[src/rtl/snn_pkg.sv]
// Shared types and defaults for the spiking-network vote classifier.
package snn_pkg;

    typedef enum logic [1:0] {
        ST_IDLE   = 2'd0,
        ST_ACCUM  = 2'd1,
        ST_ARGMAX = 2'd2,
        ST_DONE   = 2'd3
    } vote_state_t;

    localparam int DEFAULT_CNT_WIDTH = 8;

endpackage

[src/rtl/sat_vote_counter.sv]
// Signed up/down vote counter for one output neuron; sticks at its signed limits.
module sat_vote_counter
    import snn_pkg::*;
#(
    parameter int CNT_WIDTH = DEFAULT_CNT_WIDTH
)(
    input  logic                        clk,
    input  logic                        rst_n,
    input  logic                        clear,
    input  logic                        en,
    input  logic                        pos,
    input  logic                        neg,
    output logic signed [CNT_WIDTH-1:0] count
);

    localparam logic signed [CNT_WIDTH-1:0] CNT_MAX = {1'b0, {(CNT_WIDTH-1){1'b1}}};
    localparam logic signed [CNT_WIDTH-1:0] CNT_MIN = {1'b1, {(CNT_WIDTH-1){1'b0}}};
    localparam logic signed [CNT_WIDTH-1:0] CNT_ONE = CNT_WIDTH'(1);

    always_ff @(posedge clk or negedge rst_n) begin
        if (!rst_n) begin
            count <= '0;
        end else if (clear) begin
            count <= '0;
        end else if (en) begin
            // Opposing spikes in the same step cancel out.
            if (pos && !neg && count != CNT_MAX) begin
                count <= count + CNT_ONE;
            end else if (neg && !pos && count != CNT_MIN) begin
                count <= count - CNT_ONE;
            end
        end
    end

endmodule

[src/rtl/spike_vote_classifier.sv]
// Accumulates signed spike votes over a window of timesteps, then scans the
// per-class counters one per cycle to pick the winning class.
module spike_vote_classifier
    import snn_pkg::*;
#(
    parameter int NUM_CLASSES = 10,
    parameter int WINDOW      = 64,
    parameter int CNT_WIDTH   = DEFAULT_CNT_WIDTH,
    localparam int IDX_W      = (NUM_CLASSES > 1) ? $clog2(NUM_CLASSES) : 1
)(
    input  logic                        clk,
    input  logic                        rst_n,
    input  logic                        start,
    input  logic                        step_valid,
    input  logic [NUM_CLASSES-1:0]      pos_spike,
    input  logic [NUM_CLASSES-1:0]      neg_spike,
    output logic                        busy,
    output logic                        result_valid,
    input  logic                        result_ready,
    output logic [IDX_W-1:0]            class_idx,
    output logic signed [CNT_WIDTH-1:0] class_score,
    output vote_state_t                 state_dbg
);

    localparam int STEP_W = $clog2(WINDOW + 1);

    vote_state_t                 state;
    logic [STEP_W-1:0]           step_cnt;
    logic [IDX_W-1:0]            scan_idx;
    logic [IDX_W-1:0]            best_idx;
    logic signed [CNT_WIDTH-1:0] best_score;
    logic signed [CNT_WIDTH-1:0] counts [NUM_CLASSES];
    logic signed [CNT_WIDTH-1:0] cand_score;
    logic                        clear_cnt;
    logic                        step_en;
    logic                        last_step;
    logic                        last_scan;
    logic                        take;

    assign clear_cnt = (state == ST_IDLE) && start;
    assign step_en   = (state == ST_ACCUM) && step_valid;
    assign last_step = step_en && (step_cnt == STEP_W'(WINDOW - 1));
    assign last_scan = (scan_idx == IDX_W'(NUM_CLASSES - 1));
    assign state_dbg = state;

    for (genvar i = 0; i < NUM_CLASSES; i++) begin : g_cnt
        sat_vote_counter #(
            .CNT_WIDTH (CNT_WIDTH)
        ) u_cnt (
            .clk   (clk),
            .rst_n (rst_n),
            .clear (clear_cnt),
            .en    (step_en),
            .pos   (pos_spike[i]),
            .neg   (neg_spike[i]),
            .count (counts[i])
        );
    end

    // Index 0 seeds the running best; later classes need a strictly higher score.
    always_comb begin
        cand_score = counts[scan_idx];
        take       = (scan_idx == '0) || (cand_score > best_score);
    end

    // Result handshake: result_valid stays high with class_idx/class_score frozen
    // until a cycle with result_ready=1; that edge completes the transfer.
    always_ff @(posedge clk or negedge rst_n) begin
        if (!rst_n) begin
            state        <= ST_IDLE;
            step_cnt     <= '0;
            scan_idx     <= '0;
            best_idx     <= '0;
            best_score   <= '0;
            busy         <= 1'b0;
            result_valid <= 1'b0;
            class_idx    <= '0;
            class_score  <= '0;
        end else begin
            case (state)
                ST_IDLE: begin
                    if (start) begin
                        state    <= ST_ACCUM;
                        step_cnt <= '0;
                        busy     <= 1'b1;
                    end
                end
                ST_ACCUM: begin
                    if (step_valid) begin
                        step_cnt <= step_cnt + STEP_W'(1);
                        if (last_step) begin
                            state    <= ST_ARGMAX;
                            scan_idx <= '0;
                        end
                    end
                end
                ST_ARGMAX: begin
                    if (take) begin
                        best_idx   <= scan_idx;
                        best_score <= cand_score;
                    end
                    if (last_scan) begin
                        state        <= ST_DONE;
                        busy         <= 1'b0;
                        result_valid <= 1'b1;
                        class_idx    <= take ? scan_idx : best_idx;
                        class_score  <= take ? cand_score : best_score;
                    end else begin
                        scan_idx <= scan_idx + IDX_W'(1);
                    end
                end
                ST_DONE: begin
                    if (result_ready) begin
                        state        <= ST_IDLE;
                        result_valid <= 1'b0;
                    end
                end
                default: begin
                    state        <= ST_IDLE;
                    busy         <= 1'b0;
                    result_valid <= 1'b0;
                end
            endcase
        end
    end

endmodule

[config.mk]
export PLATFORM = sky130hd
export DESIGN_NAME = spike_vote_classifier
export DESIGN_NICKNAME = d
export VERILOG_FILES = /design/src/rtl/snn_pkg.sv /design/src/rtl/sat_vote_counter.sv /design/src/rtl/spike_vote_classifier.sv
export SDC_FILE = /design/constraint.sdc
export NUM_CORES = 1
export LEC_CHECK = 0
export BUFFER_PORTS_ARGS = -buffer_cell sky130_fd_sc_hd__buf_2
export CAP_MARGIN = 20
export CORE_MARGIN = 1.5
export CORE_UTILIZATION = 45
export DETAILED_ROUTE_END_ITERATION = 16
export SLEW_MARGIN = 20
export SYNTH_ARGS = -nofsm -noshare
export SYNTH_HDL_FRONTEND = slang
export SYNTH_HIERARCHICAL = 1
export SYNTH_SLANG_ARGS = --single-unit
[constraint.sdc]
create_clock -name clk -period 7.6 [get_ports clk]
set_clock_uncertainty 0.2 [all_clocks]
set_input_delay 1.52 -clock clk [delete_from_list [all_inputs] [get_ports clk]]
set_output_delay 1.52 -clock clk [all_outputs]
set_load 0.03 [all_outputs]
==> Yosys cells after proc, flatten, opt, wreduce, memory -nomap -nowiden <==
Index checks and enable logic that the tools add are counted.
{ "classes": {"addsub": 22, "n_lt_le_gt_ge": 2, "n_eq_ne": 31, "n_mux": 64, "n_bitwise": 1, "reduce_logical": 97} }
{ "ops": {"columns": ["op", "n"], "rows": [
  ["$mux W8", 43],
  ["$ne A8 B8 Y1 const B", 20],
  ["$add A8 B2 Y8 const B", 10],
  ["$sub A8 B2 Y8 const B", 10],
  ["$logic_and A1 B1 Y1", 43],
  ["$bmux W8 S4", 1],
  ["$reduce_bool A3 Y1", 10],
  ["$reduce_and A2 Y1", 11],
  ["$logic_not A1 Y1", 20],
  ["$mux W4", 4],
  ["$mux W7", 2],
  ["$pmux W7 S2", 1],
  ["$ne A2 B2 Y1 const B", 6],
  ["$mux W2", 5],
  ["$reduce_bool A2 Y1", 5],
  ["$reduce_and A3 Y1", 3],
  ["$gt A8 B8 Y1", 1],
  ["$pmux W2 S4", 1],
  ["$pmux W4 S2", 1],
  ["$add A7 B1 Y7 const B", 1],
  ["$eq A7 B6 Y1 const B", 1],
  ["$ge A5 B5 Y1 const B", 1],
  ["$not A4 Y5", 1],
  ["$reduce_and A5 Y1", 1],
  ["other kinds (10)", 15]
]} }
{ "word_totals": {"ff_bits": 119, "in_bits": 25} }

==> Depth between registers and ports, before layout <==
{ "depth": {"depth_word": 7, "ltp_mapped": 13, "depth_no_buf": 11} }

==> Modules after synthesis <==
The synthesis kept the hierarchy.
{ "modules_own_cells": {"columns": ["mod", "n_inst", "cells_each", "area_per_inst_um2", "seq_area_each_um2"], "rows": [
  ["sat_vote_counter at g_cnt[1].u_cnt ...", 7, 81, 737.0, 200.2],
  ["spike_vote_classifier", 1, 274, 2914.0, 975.9],
  ["sat_vote_counter at g_cnt[0].u_cnt ...", 3, 83, 734.5, 200.2]
]} }

==> Worst setup path after synthesis <==
OpenSTA, ideal clock, no wires.
{ "synth_path": {"path_type": "input to register", "startpoint": "input neg_spike[2]", "endpoint": "register g_cnt[2].u_cnt.count[7]", "setup_ns": 0.128, "arrival_time_ns": 3.326, "setup_slack_ns": 3.947, "cell_stages": 9, "path_buffers": 0, "cell_sequence": "inv_1 o211a_1 inv_1 ha_1 a211oi_2 nor2_1 a221oi_2 mux2i_1 mux2_1"} }
{ "synth_via": {"elab_chain_cells": 6, "elab_cells_between_ends": 10, "classes_between": "3 x mux; 7 x reduce/logical"} }
{ "synth_lines": {"columns": ["item", "line_no", "text"], "rows": [
  ["start: declaration", "spike_vote_classifier.sv:16", "input logic [NUM_CLASSES-1:0] neg_spike,"],
  ["$logic_not A1 Y1", "sat_vote_counter.sv:27", "if (pos && !neg && count != CNT_MAX) begin"],
  ["$logic_and A1 B1 Y1 (2 in a row)", "sat_vote_counter.sv:27", null],
  ["$mux W8", "sat_vote_counter.sv:27", null],
  ["$mux W8", "sat_vote_counter.sv:25", "end else if (en) begin"],
  ["$mux W8", "sat_vote_counter.sv:23", "end else if (clear) begin"],
  ["end signal: assignment", "sat_vote_counter.sv:28", "count <= count + CNT_ONE;"],
  ["end signal: assignment", "sat_vote_counter.sv:30", "count <= count - CNT_ONE;"],
  ["end: declaration", "sat_vote_counter.sv:13", "output logic signed [CNT_WIDTH-1:0] count"]
]} }
Parallel ways exist; a longest one is shown, timed or not. The select of a mux whose other input is x is not followed.
A chain may end at the register's enable or synchronous reset.

==> Worst setup path after layout <==
{ "layout_path": {"startpoint": "register scan_idx[0]", "endpoint": "register best_score[7]"} }
{ "layout_via": {"elab_chain_cells": 7, "elab_cells_between_ends": 8, "classes_between": "1 x order compare; 4 x mux; 1 x bitwise; 2 x reduce/logical"} }
{ "layout_lines": {"columns": ["item", "line_no", "text"], "rows": [
  ["start: declaration", "spike_vote_classifier.sv:29", "logic [IDX_W-1:0] scan_idx;"],
  ["start signal: assignment", "spike_vote_classifier.sv:109", "scan_idx <= scan_idx + IDX_W'(1);"],
  ["$not A4 Y5 (not written as such)", "spike_vote_classifier.sv:62", "cand_score = counts[scan_idx];"],
  ["$bmux W8 S4", "spike_vote_classifier.sv:62", null],
  ["$mux W8 (not written as such) (2 in a row)", "spike_vote_classifier.sv:62", null],
  ["$gt A8 B8 Y1", "spike_vote_classifier.sv:63", "take = (scan_idx == '0) || (cand_score > best_score);"],
  ["$logic_or A1 B1 Y1", "spike_vote_classifier.sv:63", null],
  ["$mux W8 (*)", "spike_vote_classifier.sv:98", "if (take) begin"],
  ["end signal: assignment", "spike_vote_classifier.sv:100", "best_score <= cand_score;"],
  ["end: declaration", "spike_vote_classifier.sv:31", "logic signed [CNT_WIDTH-1:0] best_score;"]
]} }
Every way passes the cells marked *; elsewhere a longest branch is shown, timed or not. The select of a mux whose other input is x is not followed.

==> results_dict.tcl <==
set metrics [dict create \
    outcome "finished clean" \
    final-hold-violation-count 0 \
    post_drt_wl_per_cell_um 17.8 \
    wl_um 25200 \
    p_per_area_nw_per_um2 415 \
    hold_start "class_idx[3]" \
    tightest_slew_ns 1.00 \
    grt_util_met1 0.305 \
    setup_tns_ns 0 \
    r2r_start "scan_idx[0]" \
    busiest_layer "met2" \
    regToRegEndpoint "best_score[7]" \
    layout-drive-gt1-share 0.154 \
    synth-seq-area-share 0.290 \
    hold_path.class "register to register" \
    path_class "register to register" \
    setup_viol 0 \
    cts_tree "built" \
    drt_pass1_iterations 5 \
    cts.sinks 119 \
    grt_max_degree 87 \
    max-slew-margin-rel 0.333 \
    synth_warnings 6 \
    vdd_drop_max_uv 183 \
    synth_edf_count 0 \
    synth_cells 1090 \
    clock_latency_ns 0.42 \
    yosys_most_used_dff "dfrtp_1" \
    synth_top_area_frac 0.290 \
    synth_nets 1201 \
    critical_path.max_fanout 32 \
    reg2reg_depth 8 \
    fillers 2110 \
    place_congestion 0.834 \
    cap_viol_max_count 0 \
    cp-start-kind "register" \
    synth.most_common_cell "dfrtp_1" \
    seqCellArea_sq_um 2980 \
    antenna_left 0 \
    worst_ep_required_time_ns 7.70 \
    die_x_um 154 \
    hold_buffers 0 \
    antenna_cells 0 \
    whs_path_depth 2 \
    grt_usage 0.219 \
    postCtsResizedCells 0 \
    dieHeight_um 154 \
    rsz0062_at_grt "false" \
    overflow 0 \
    first_iter_violations 463 \
    cts_root_buffer "clkbuf_16" \
    dieArea_sq_um 23800 \
    ys_ff_latch 119 \
    hold_ws_ns 0.280 \
    grt_pass1_vias 7948 \
    grt_first_pass_wirelength_um 41600 \
    fin_nets 1232 \
    cp-end-kind "register" \
    grt_use_met2 0.349 \
    hpwl_um 18300 \
    grtUsageMet3 0.0341 \
    start_util 0.457 \
    cts_buffer_depth 2 \
    num_vias 8336 \
    synth_top_area_cell "dfrtp_1" \
    ys_top_cells_by_area "dfrtp_1 29%, ha_1 9.3%, mux2i_1 6.5%" \
    core_area_sq_um 22500 \
    min_to "class_idx[3]" \
    fin_crit_ns 4.34 \
    synth_common_cells "119 x dfrtp_1, 108 x nand2_1, 107 x nor2_1, 76 x ha_1" \
    clock.fmax_mhz 230 \
    htreeDepth 4 \
    async_reset_ff_frac 1.00 \
    slew_violations 0 \
    r2r_setup_slack_ns 3.26 \
    antenna_found_initial 0 \
    via_per_inst 5.87 \
    cts_made_buffers 17 \
    cts_setup_buffers 0 \
    pin_count 41 \
    syn_to_final_growth_pct 10.0 \
    multi_input_area_sq_um 6880 \
    arrival_ns 4.44 \
    p_leak_nw 4.98 \
    finalCritPeriodShare 0.571 \
    port_buffers 40 \
    syn_area_sq_um 10300 \
    clkTransAtPathRegs_ns 0.06 \
    drc_errors 0 \
    num_rows 55 \
    syn_area_per_cell_sq_um 9.43 \
    ys_types 73 \
]
-- power breakdown --
part	leakage [nW]	total [W]	switching, W	internal, W
clock	0.293	0.000854	0.000317	0.000536
combinational	3.13	0.00259	0.00139	0.00120
sequential	1.56	0.00125	0.000405	0.000846
-- state kept, by name (all words and copies together), names as in the netlist --
signal,cells
best_idx,4
best_score,8
busy,1
class_idx,4
class_score,8
g_cnt.u_cnt/count,80
result_valid,1
scan_idx,4
state_dbg,2
step_cnt,7
-- routing by layer --
metal	vias to the layer above	wire length (um)
met5	-	0
met4	0	478
met3	31	605
li1	4112	-
met2	118	11500
met1	4075	12600
-- stage by stage --
step                instance area (sq um)  worst slack [ns]  total power (W)  std cells   util
finish                              11300              3.26          0.00469       1419  0.502
global route                        11300              2.93          0.00508       1419  0.502
CTS                                 11300              3.24          0.00470       1419  0.502
detailed placement                  10700              3.28          0.00382       1387  0.475
global placement                    10700              3.30          0.00378       1387  0.475
floorplan                           10300              3.95          0.00330       1090      -
-- worst max-delay path by stage --
stage | start | end | slack [ns]
2_1_floorplan | neg_spike[2] | g_cnt[2].u_cnt/count[7] | 3.95
3_3_place_gp | scan_idx[0] | best_score[4] | 3.30
3_5_place_dp | scan_idx[0] | best_score[1] | 3.28
4_1_cts | scan_idx[0] | best_score[7] | 3.24
5_1_grt | scan_idx[0] | best_score[2] | 2.93
6_report | scan_idx[0] | best_score[7] | 3.26
-- critical path, cell delays in order (launching register included) --
cell	delay (ns)
dfrtp_2	0.91
mux4_2	0.59
a22oi_1	0.19
o21ai_1	0.14
ha_1	0.39
nand4_1	0.17
a221oi_4	0.63
o31a_1	0.63
mux2_4	0.35
-- cell type report --
class                   count  area share
well taps                 285      0.0315
clock buffers              19      0.0401
repair buffers             42      0.0193
inverters                  67      0.0222
flip-flops and latches    119       0.264
multi-input cells         874       0.608
clock inverters            13      0.0149
-- cells by family after synthesis --
logic type	synth area share
adders and majority gates	0.112
muxes	0.128
DFF	0.290
buffers and inverters	0.0412
and+or+nand+nor	0.197
xor gates and xnor gates	0.0213
AOI/OAI and AO/OA	0.211
-- cells in the final DEF (no fill, tap or decap), types with 10 or more instances in the layout --
master       n
dfrtp_1    118
nand4_1     14
inv_1       67
fa_1        10
nand2b_1    14
nand3b_1    11
clkbuf_16   17
nor3b_1     11
nand2_1    108
o21bai_1    10
nor4_1      11
mux4_2      16
nand4b_1    10
a21o_1      17
nor2b_1     34
xnor2_1     23
o21ai_0     30
buf_2       39
a221oi_2    10
a211oi_2    13
a31o_1      10
a211oi_1    17
mux2_1      10
a41o_1      10
nor2_1     107
ha_1        76
a21oi_1     54
or2_1       10
mux2i_1     67
o21a_1      10
nor3_1      22
Note: power is estimated with default switching activity, not from simulation.
